$ cat src/rtl/matvec8_collect.sv
// Gathers eight signed 28-bit result elements into one packed vector and holds it until taken.
// Define MATVEC8_ARGMAX_EN to also track the argmax of each vector; otherwise the max ports read 0.
module matvec8_collect (
  input  logic         clk,
  input  logic         reset,
  input  logic         in_valid,
  output logic         in_ready,
  input  logic [27:0]  in_data,
  output logic         out_valid,
  input  logic         out_ready,
  output logic [223:0] out_vector,
  output logic [2:0]   out_max_idx,
  output logic [27:0]  out_max_val
);

  typedef enum logic {COLLECT, HOLD} state_e;

  state_e         state_q;
  logic [2:0]     cnt_q;
  logic [223:0]   vec_q;
  logic           in_ready_q;
  logic           out_valid_q;
  logic           accept;

  assign accept = in_valid && in_ready_q;

  // Slots beyond cnt keep the previous vector's contents until overwritten.
  always_ff @(posedge clk) begin
    if (reset) begin
      state_q     <= COLLECT;
      cnt_q       <= 3'd0;
      vec_q       <= '0;
      in_ready_q  <= 1'b1;
      out_valid_q <= 1'b0;
    end else begin
      case (state_q)
        COLLECT: begin
          if (accept) begin
            for (int i = 0; i < 8; i++) begin
              if (cnt_q == 3'(i)) vec_q[i*28 +: 28] <= in_data;
            end
            cnt_q <= cnt_q + 3'd1;
            if (cnt_q == 3'd7) begin
              state_q     <= HOLD;
              in_ready_q  <= 1'b0;
              out_valid_q <= 1'b1;
            end
          end
        end
        HOLD: begin
          if (out_ready) begin
            state_q     <= COLLECT;
            in_ready_q  <= 1'b1;
            out_valid_q <= 1'b0;
          end
        end
        default: begin
          state_q     <= COLLECT;
          in_ready_q  <= 1'b1;
          out_valid_q <= 1'b0;
        end
      endcase
    end
  end

  assign in_ready   = in_ready_q;
  assign out_valid  = out_valid_q;
  assign out_vector = vec_q;

`ifdef MATVEC8_ARGMAX_EN
  logic [2:0]  maxIdx_q;
  logic [27:0] maxVal_q;

  // Element 0 seeds the running max; later elements win only when strictly greater.
  always_ff @(posedge clk) begin
    if (reset) begin
      maxIdx_q <= 3'd0;
      maxVal_q <= 28'd0;
    end else if (accept) begin
      if ((cnt_q == 3'd0) || ($signed(in_data) > $signed(maxVal_q))) begin
        maxIdx_q <= cnt_q;
        maxVal_q <= in_data;
      end
    end
  end

  assign out_max_idx = maxIdx_q;
  assign out_max_val = maxVal_q;
`else
  assign out_max_idx = 3'd0;
  assign out_max_val = 28'd0;
`endif

endmodule
$ cat config.mk
export PLATFORM = sky130hd
export DESIGN_NAME = matvec8_collect
export DESIGN_NICKNAME = d
export VERILOG_FILES = /design/src/rtl/matvec8_collect.sv
export SDC_FILE = /design/constraint.sdc
export NUM_CORES = 1
export LEC_CHECK = 0
export BUFFER_PORTS_ARGS = -buffer_cell sky130_fd_sc_hd__buf_2
export CORE_MARGIN = 2
export CORE_UTILIZATION = 55
export CTS_CLUSTER_DIAMETER = 100
export DETAILED_ROUTE_END_ITERATION = 12
export GPL_TIMING_DRIVEN = 0
export PLACE_DENSITY = 0.85
export SYNTH_ARGS = -nofsm -noshare
export SYNTH_HDL_FRONTEND = slang
export SYNTH_SLANG_ARGS = --single-unit
$ cat constraint.sdc
create_clock -name clk -period 2.4 [get_ports clk]
set_input_delay 0.24 -clock clk [delete_from_list [all_inputs] [get_ports clk]]
set_output_delay 0.24 -clock clk [all_outputs]
set_load 0.1 [all_outputs]
Word level (Yosys, flattened, before mapping)
Index checks and enable logic that the tools add are counted.
- add/sub/neg operators: 1
- equality and inequality tests: 10
- mux-type cells: 12
- bitwise gates (word level): 1
- reductions and logical operators: 12
- operators by type and width (operator ; count):
    3-bit AND reduction ; 9
    3-bit == test (second input constant) ; 4
    1-bit 2-to-1 mux ; 9
    3-bit by 2-bit == test with 1-bit output (second input constant) ; 2
    2-bit != test (second input constant) ; 3
    1-bit one-hot mux with 2 select lines ; 3
    3-bit by 1-bit adder with 3-bit output (second input constant) ; 1
    3-bit by 1-bit == test with 1-bit output (second input constant) ; 1
    3-bit zero test ; 1
    2-bit AND reduction ; 1
    1-bit logical AND ; 1
    1-bit NOT ; 1
- bits in registers: 230

Longest topological paths before layout
- word-level depth: 4
- depth in mapped cells: 7
- gate-level depth less buffers: 5

Least setup slack after synthesis
Ideal clock, no wire load.
- path kind: reg-to-reg
- start: reg in_ready_q, in the netlist in_ready
- end: reg vec_q[72], in the netlist out_vector[72]
- arrival time: 2.002 ns
- required time: 2.328 ns
- path slack: 0.326 ns
- stages on the path, launching flop included: 7
- path buffers: 3
- clock period less this slack: 2.074 ns
- path through: dfxtp_1 > and4bb_1 > buf_6 > and2_4 > buf_6 > buf_12 > mux2i_1
- cells in the longest elaborated chain, start to end: 2
- ends and longest elaborated chain (what ; RTL line ; text):
    from (decl) ; 21 ; logic in_ready_q;
    from (signal assigned) ; 33 ; in_ready_q <= 1'b1;
    from (signal assigned) ; 45 ; in_ready_q <= 1'b0;
    from (signal assigned) ; 53 ; in_ready_q <= 1'b1;
    1-bit logical AND ; 25 ; assign accept = in_valid && in_ready_q;
    3-bit AND reduction (no source line) ; - ;
    to (signal, indexed assignment) ; 40 ; if (cnt_q == 3'(i)) vec_q[i*28 +: 28] <= in_data;
    to (decl) ; 20 ; logic [223:0] vec_q;
Every way passes these cells.
A chain may end at the register's enable or synchronous reset.

Final worst setup path
- start: reg cnt_q[0]
- end: reg vec_q[101], in the netlist out_vector[101]
- cells in the longest elaborated chain, start to end: 2
- ends and longest elaborated chain (what ; RTL line ; text):
    from (decl) ; 19 ; logic [2:0] cnt_q;
    from (signal assigned) ; 42 ; cnt_q <= cnt_q + 3'd1;
    3-bit by 2-bit == test with 1-bit output ; 40 ;
    3-bit AND reduction (no source line) ; - ;
Every way passes these cells.

==> tab_implementation.tex <==
\begin{tabular}{lr}
\hline
Metric & Value \\
\hline
\multicolumn{2}{l}{\textbf{Clocking}} \\
\quad Post-CTS setup-driven buffer insertion count & 0 \\
\quad Cts-stage hold buffer count & 9 \\
\quad Clk\_lat worst skew & about 0.51 ns \\
\quad Reg clk slew, reported paths & 0.06 ns \\
\quad Sink count of the clock tree & 230 \\
\quad H-tree lvl count & 1 \\
\quad Clock tree root driver cell & clkbuf\_16 \\
\quad Clock tree from TritonCTS & yes \\
\quad Maximum root-to-sink buffer count & 3 \\
\quad Number of cells upsized or downsized after cts & 0 \\
\quad Total clock buffers created by CTS & 23 \\
\multicolumn{2}{l}{\textbf{Die}} \\
\quad Initial cell density of the core & 0.566 \\
\quad I/O pin cnt & 289 \\
\quad Total Die Area & roughly 17000 µm² \\
\quad Die height & 132 µm \\
\quad Core region area & 16000 µm² \\
\quad Floorplan die width & approximately 130 µm \\
\quad \# rows & 46 \\
\multicolumn{2}{l}{\textbf{Synth}} \\
\quad Share of flip-flops with an asynchronous set or reset after synthesis & 0 \\
\quad Netlist area before placement & 9050 µm² \\
\quad EDFF count, synth & 0 \\
\quad Top-count cell post-synth & dfxtp\_1 \\
\quad Commonest cells post-synth & 230 x dfxtp\_1, 196 x nand2b\_1, 169 x mux2i\_1, 114 x nand2\_1, 58 x a21oi\_1 \\
\quad Area share of the largest cell type after synthesis & 0.509 \\
\quad Fraction of the yosys area taken by sequential cells & 0.509 \\
\quad Number of distinct library cell variants in the gate-level netlist after synthesis & 28 \\
\quad Synth area leader & dfxtp\_1 \\
\quad Mean Syn Cell Area & 10.2 µm² \\
\quad Number of flip-flops and latches in the synthesized netlist & 230 \\
\quad Ys flop type & dfxtp\_1 \\
\quad Synth warnings & 0 \\
\quad Number of cells produced by synthesis & 887 \\
\quad Cells taking the most area after synthesis & dfxtp\_1 51\%, mux2i\_1 19\%, nand2b\_1 14\% \\
\multicolumn{2}{l}{\textbf{GRT}} \\
\quad First-pass GRT wire length & 38600 µm \\
\quad Met1 Resource Use GR & 0.349 \\
\quad Grt total ovfl & 0 \\
\quad Most Crowded Layer GR & met2 \\
\quad Number of antenna violations at the first check in global routing & 2 \\
\quad Met3 track demand over resource & 0.0531 \\
\quad Global router's overall resource usage & 0.276 \\
\quad Pin count of the biggest net entering global routing & 15 \\
\quad Met2 GRT Util & 0.478 \\
\quad Vias in the first global route & 7080 \\
\multicolumn{2}{l}{\textbf{Job}} \\
\quad Count of maximum capacitance violations & 0 \\
\multicolumn{2}{l}{\textbf{STA}} \\
\quad Final setup violation count & 0 \\
\quad Setup clock skew after layout & 0.0245 ns \\
\quad Fin Setup TNS & 0 ns \\
\quad Slew at the pin with the worst max-slew slack & 0.530 ns \\
\quad Setup repair after global routing missed its margin & no \\
\quad Share of the clock period used by the worst path after layout & 0.811 \\
\quad Worst slew margin relative to its limit & 0.649 \\
\quad Highest clock frequency the design can meet & 514 MHz \\
\quad Total count of hold-check failures in the final report & 0 \\
\quad Slew Viols, Final & 0 \\
\quad Worst-case hold slack & 0.00971 ns \\
\quad Final worst path period need & 1.95 ns \\
\multicolumn{2}{l}{\textbf{Layout}} \\
\quad Ratio of cells with drive above 1 in the final layout & 0.286 \\
\quad Area grow syn2layout & 27.3\% \\
\quad Final non-filler cell area & roughly 12000 µm² \\
\quad Final Instance Count excl. Fillers & 1441 \\
\quad Filler Cell Count & around 1200 \\
\quad Final net count & 1245 \\
\multicolumn{2}{l}{\textbf{Outcome}} \\
\quad Status & finished, final reports clean \\
\multicolumn{2}{l}{\textbf{Drt}} \\
\quad Post-route antenna net violation count & 0 \\
\quad Vias per cell & 5.01 \\
\quad Wire length per cell after detailed routing & 17.3 µm \\
\quad Wirelength, routed & 24900 µm \\
\quad Vias after detailed routing & 7217 \\
\quad Number of DRC markers in iteration 0 & 345 \\
\quad Remaining routing DRC violations & 0 \\
\quad Detailed-routing iteration count for the pre-antenna-repair pass & 4 \\
\multicolumn{2}{l}{\textbf{Setup path}} \\
\quad Internal reg-to-reg setup slack & $\sim$0.45 ns \\
\quad Setup CP Type & register to register \\
\quad Cell with the largest stage delay on the worst path & clkbuf\_1 \\
\quad Critical Path Max Stage Delay & 0.44 ns \\
\quad Largest delay contributor family on the critical path & simple AND/OR/NAND/NOR gates \\
\quad WP data arrival & 2.38 ns \\
\quad Required time at the endpoint of the critical path & 2.83 ns \\
\quad Worst Setup End Kind & register \\
\quad Buf+Inv Stages, Crit Path & 1 \\
\quad Cell type with the highest occurrence count on the critical path & ha\_1 \\
\quad Crit Path Max Fanout & 10 \\
\quad Reg-to-reg endpoint & out\_vector[101] \\
\quad Cells along the critical path & ha\_1 > ha\_1 > nand4b\_1 > clkbuf\_1 > nand2\_1 > a21oi\_1 \\
\quad Worst Reg2Reg Path Length in Cells & 6 \\
\quad R2r startpoint & cnt\_q[0] \\
\quad CP Launch Type & register \\
\multicolumn{2}{l}{\textbf{Pwr}} \\
\quad Share of total power in the clock network & 0.379 \\
\quad Net Sw Frac & 0.313 \\
\quad Int Pwr & 6.19 mW \\
\quad PD cells & 782 nW/µm² \\
\quad Relative contribution of combinational cells to total power & 0.179 \\
\quad Sequential share of power & 0.442 \\
\quad Net switching power of the design & 2.82 mW \\
\quad Leak Pwr & between 5 and 6 nW \\
\quad Worst vdd ir & 615 µV \\
\multicolumn{2}{l}{\textbf{Place}} \\
\quad Placed wire-length estimate after detailed placement & 18400 µm \\
\quad Placed Instance Area & roughly 11000 µm² \\
\quad Cell count after placement & 1389 \\
\quad Port Buffer Count & $\sim$260 \\
\quad Weighted congestion at the end of routability-driven global placement & 0.874 \\
\multicolumn{2}{l}{\textbf{Min path}} \\
\quad End of the worst hold path & out\_vector[110] \\
\quad Startpoint of the worst hold path & in\_data[26] \\
\quad Worst min-delay path class & primary input to register \\
\quad Worst hold stages & 3 \\
\hline
\end{tabular}
## worst reg2reg max path, delay by kind of cell (launching register included)
family                     cells  cell delay (ns)
AOI/OAI and AO/OA              1             0.15
adders and majority gates      2             0.45
buffers and inverters          1             0.44
DFF                            1             0.35
and+or+nand+nor                2             0.47
## worst max path at each step
stage	slack, ns	from	to	depth (start not counted)
after floorplan	0.33	in_ready	out_vector[72]	6
after global placement	0.56	cnt_q[0]	out_vector[109]	6
after detailed placement	0.50	cnt_q[0]	out_vector[106]	6
after CTS	0.44	cnt_q[0]	out_vector[101]	6
after global routing	0.26	cnt_q[0]	out_vector[96]	6
final	0.45	cnt_q[0]	out_vector[101]	6
## routing by layer
layer  vias up  routed length [µm]
met2       260               12000
met3        49                1620
met5         -                   0
met4         0                 727
met1      3427               10500
li1       3481                   -
## cell usage in the layout (no fill, tap or decap), drive strengths merged, types with 2 or more instances in the layout
master       instances
and4b                2
dlygate4sd3          9
nand2              116
nand4b               2
clkbuf              65
buf                312
mux2i              169
and2                 3
diode                2
conb                31
ha                   6
nand2b             196
inv                  3
clkinv               8
nor2                 4
nand3                3
a21oi               58
dfxtp              230
## area by class of cell
cell class,instances,area (µm²),area share
multi-input cells,596,3990,0.346
plain buffers,88,558,0.0484
well taps,216,270,0.0235
flip-flops and latches,230,4600,0.400
diodes,2,5.00,0.000434
inverters,3,11.3,0.000977
clock inverters,8,40.0,0.00347
clock buffers,33,673,0.0584
repair buffers,265,1370,0.119
## power groups by stage
stage	registers [mW]	logic (mW)	clock network (mW)
detailed placement	4.07	1.60	0
CTS	3.98	1.61	3.44
global route	3.99	1.67	3.59
floorplan	4.78	0.606	0
global placement	4.06	1.59	0
finish	3.98	1.61	3.41
## state kept, by name, summed over array words and instances, names as in the netlist
register	count
cnt_q	3
in_ready	1
out_valid	1
out_vector	224
state_q	1
## logic make-up (layout without fill, tap and decap cells)
logic type | count (synthesis) | count (layout) | share of synthesized area
adder cells (fa/ha/maj) | 6 | 6 | 0.00830
buffers and inverters | 91 | 397 | 0.0629
AO/OA/AOI/OAI | 60 | 60 | 0.0340
flip-flops | 230 | 230 | 0.509
AND/OR/NAND/NOR | 329 | 329 | 0.198
other | 1 | 33 | 0.000414
multiplexers | 169 | 169 | 0.187
XOR/XNOR | 1 | 1 | 0.000968
## per-stage QoR
step | utilization | worst slack, ns | total power [mW]
2_1_floorplan | - | 0.326 | 5.39
3_3_place_gp | 0.670 | 0.558 | 5.65
3_5_place_dp | 0.670 | 0.503 | 5.67
4_1_cts | 0.720 | 0.435 | 9.04
5_1_grt | 0.720 | 0.261 | 9.26
6_report | 0.720 | 0.453 | 9.01
(Power assumes the default switching activity.)
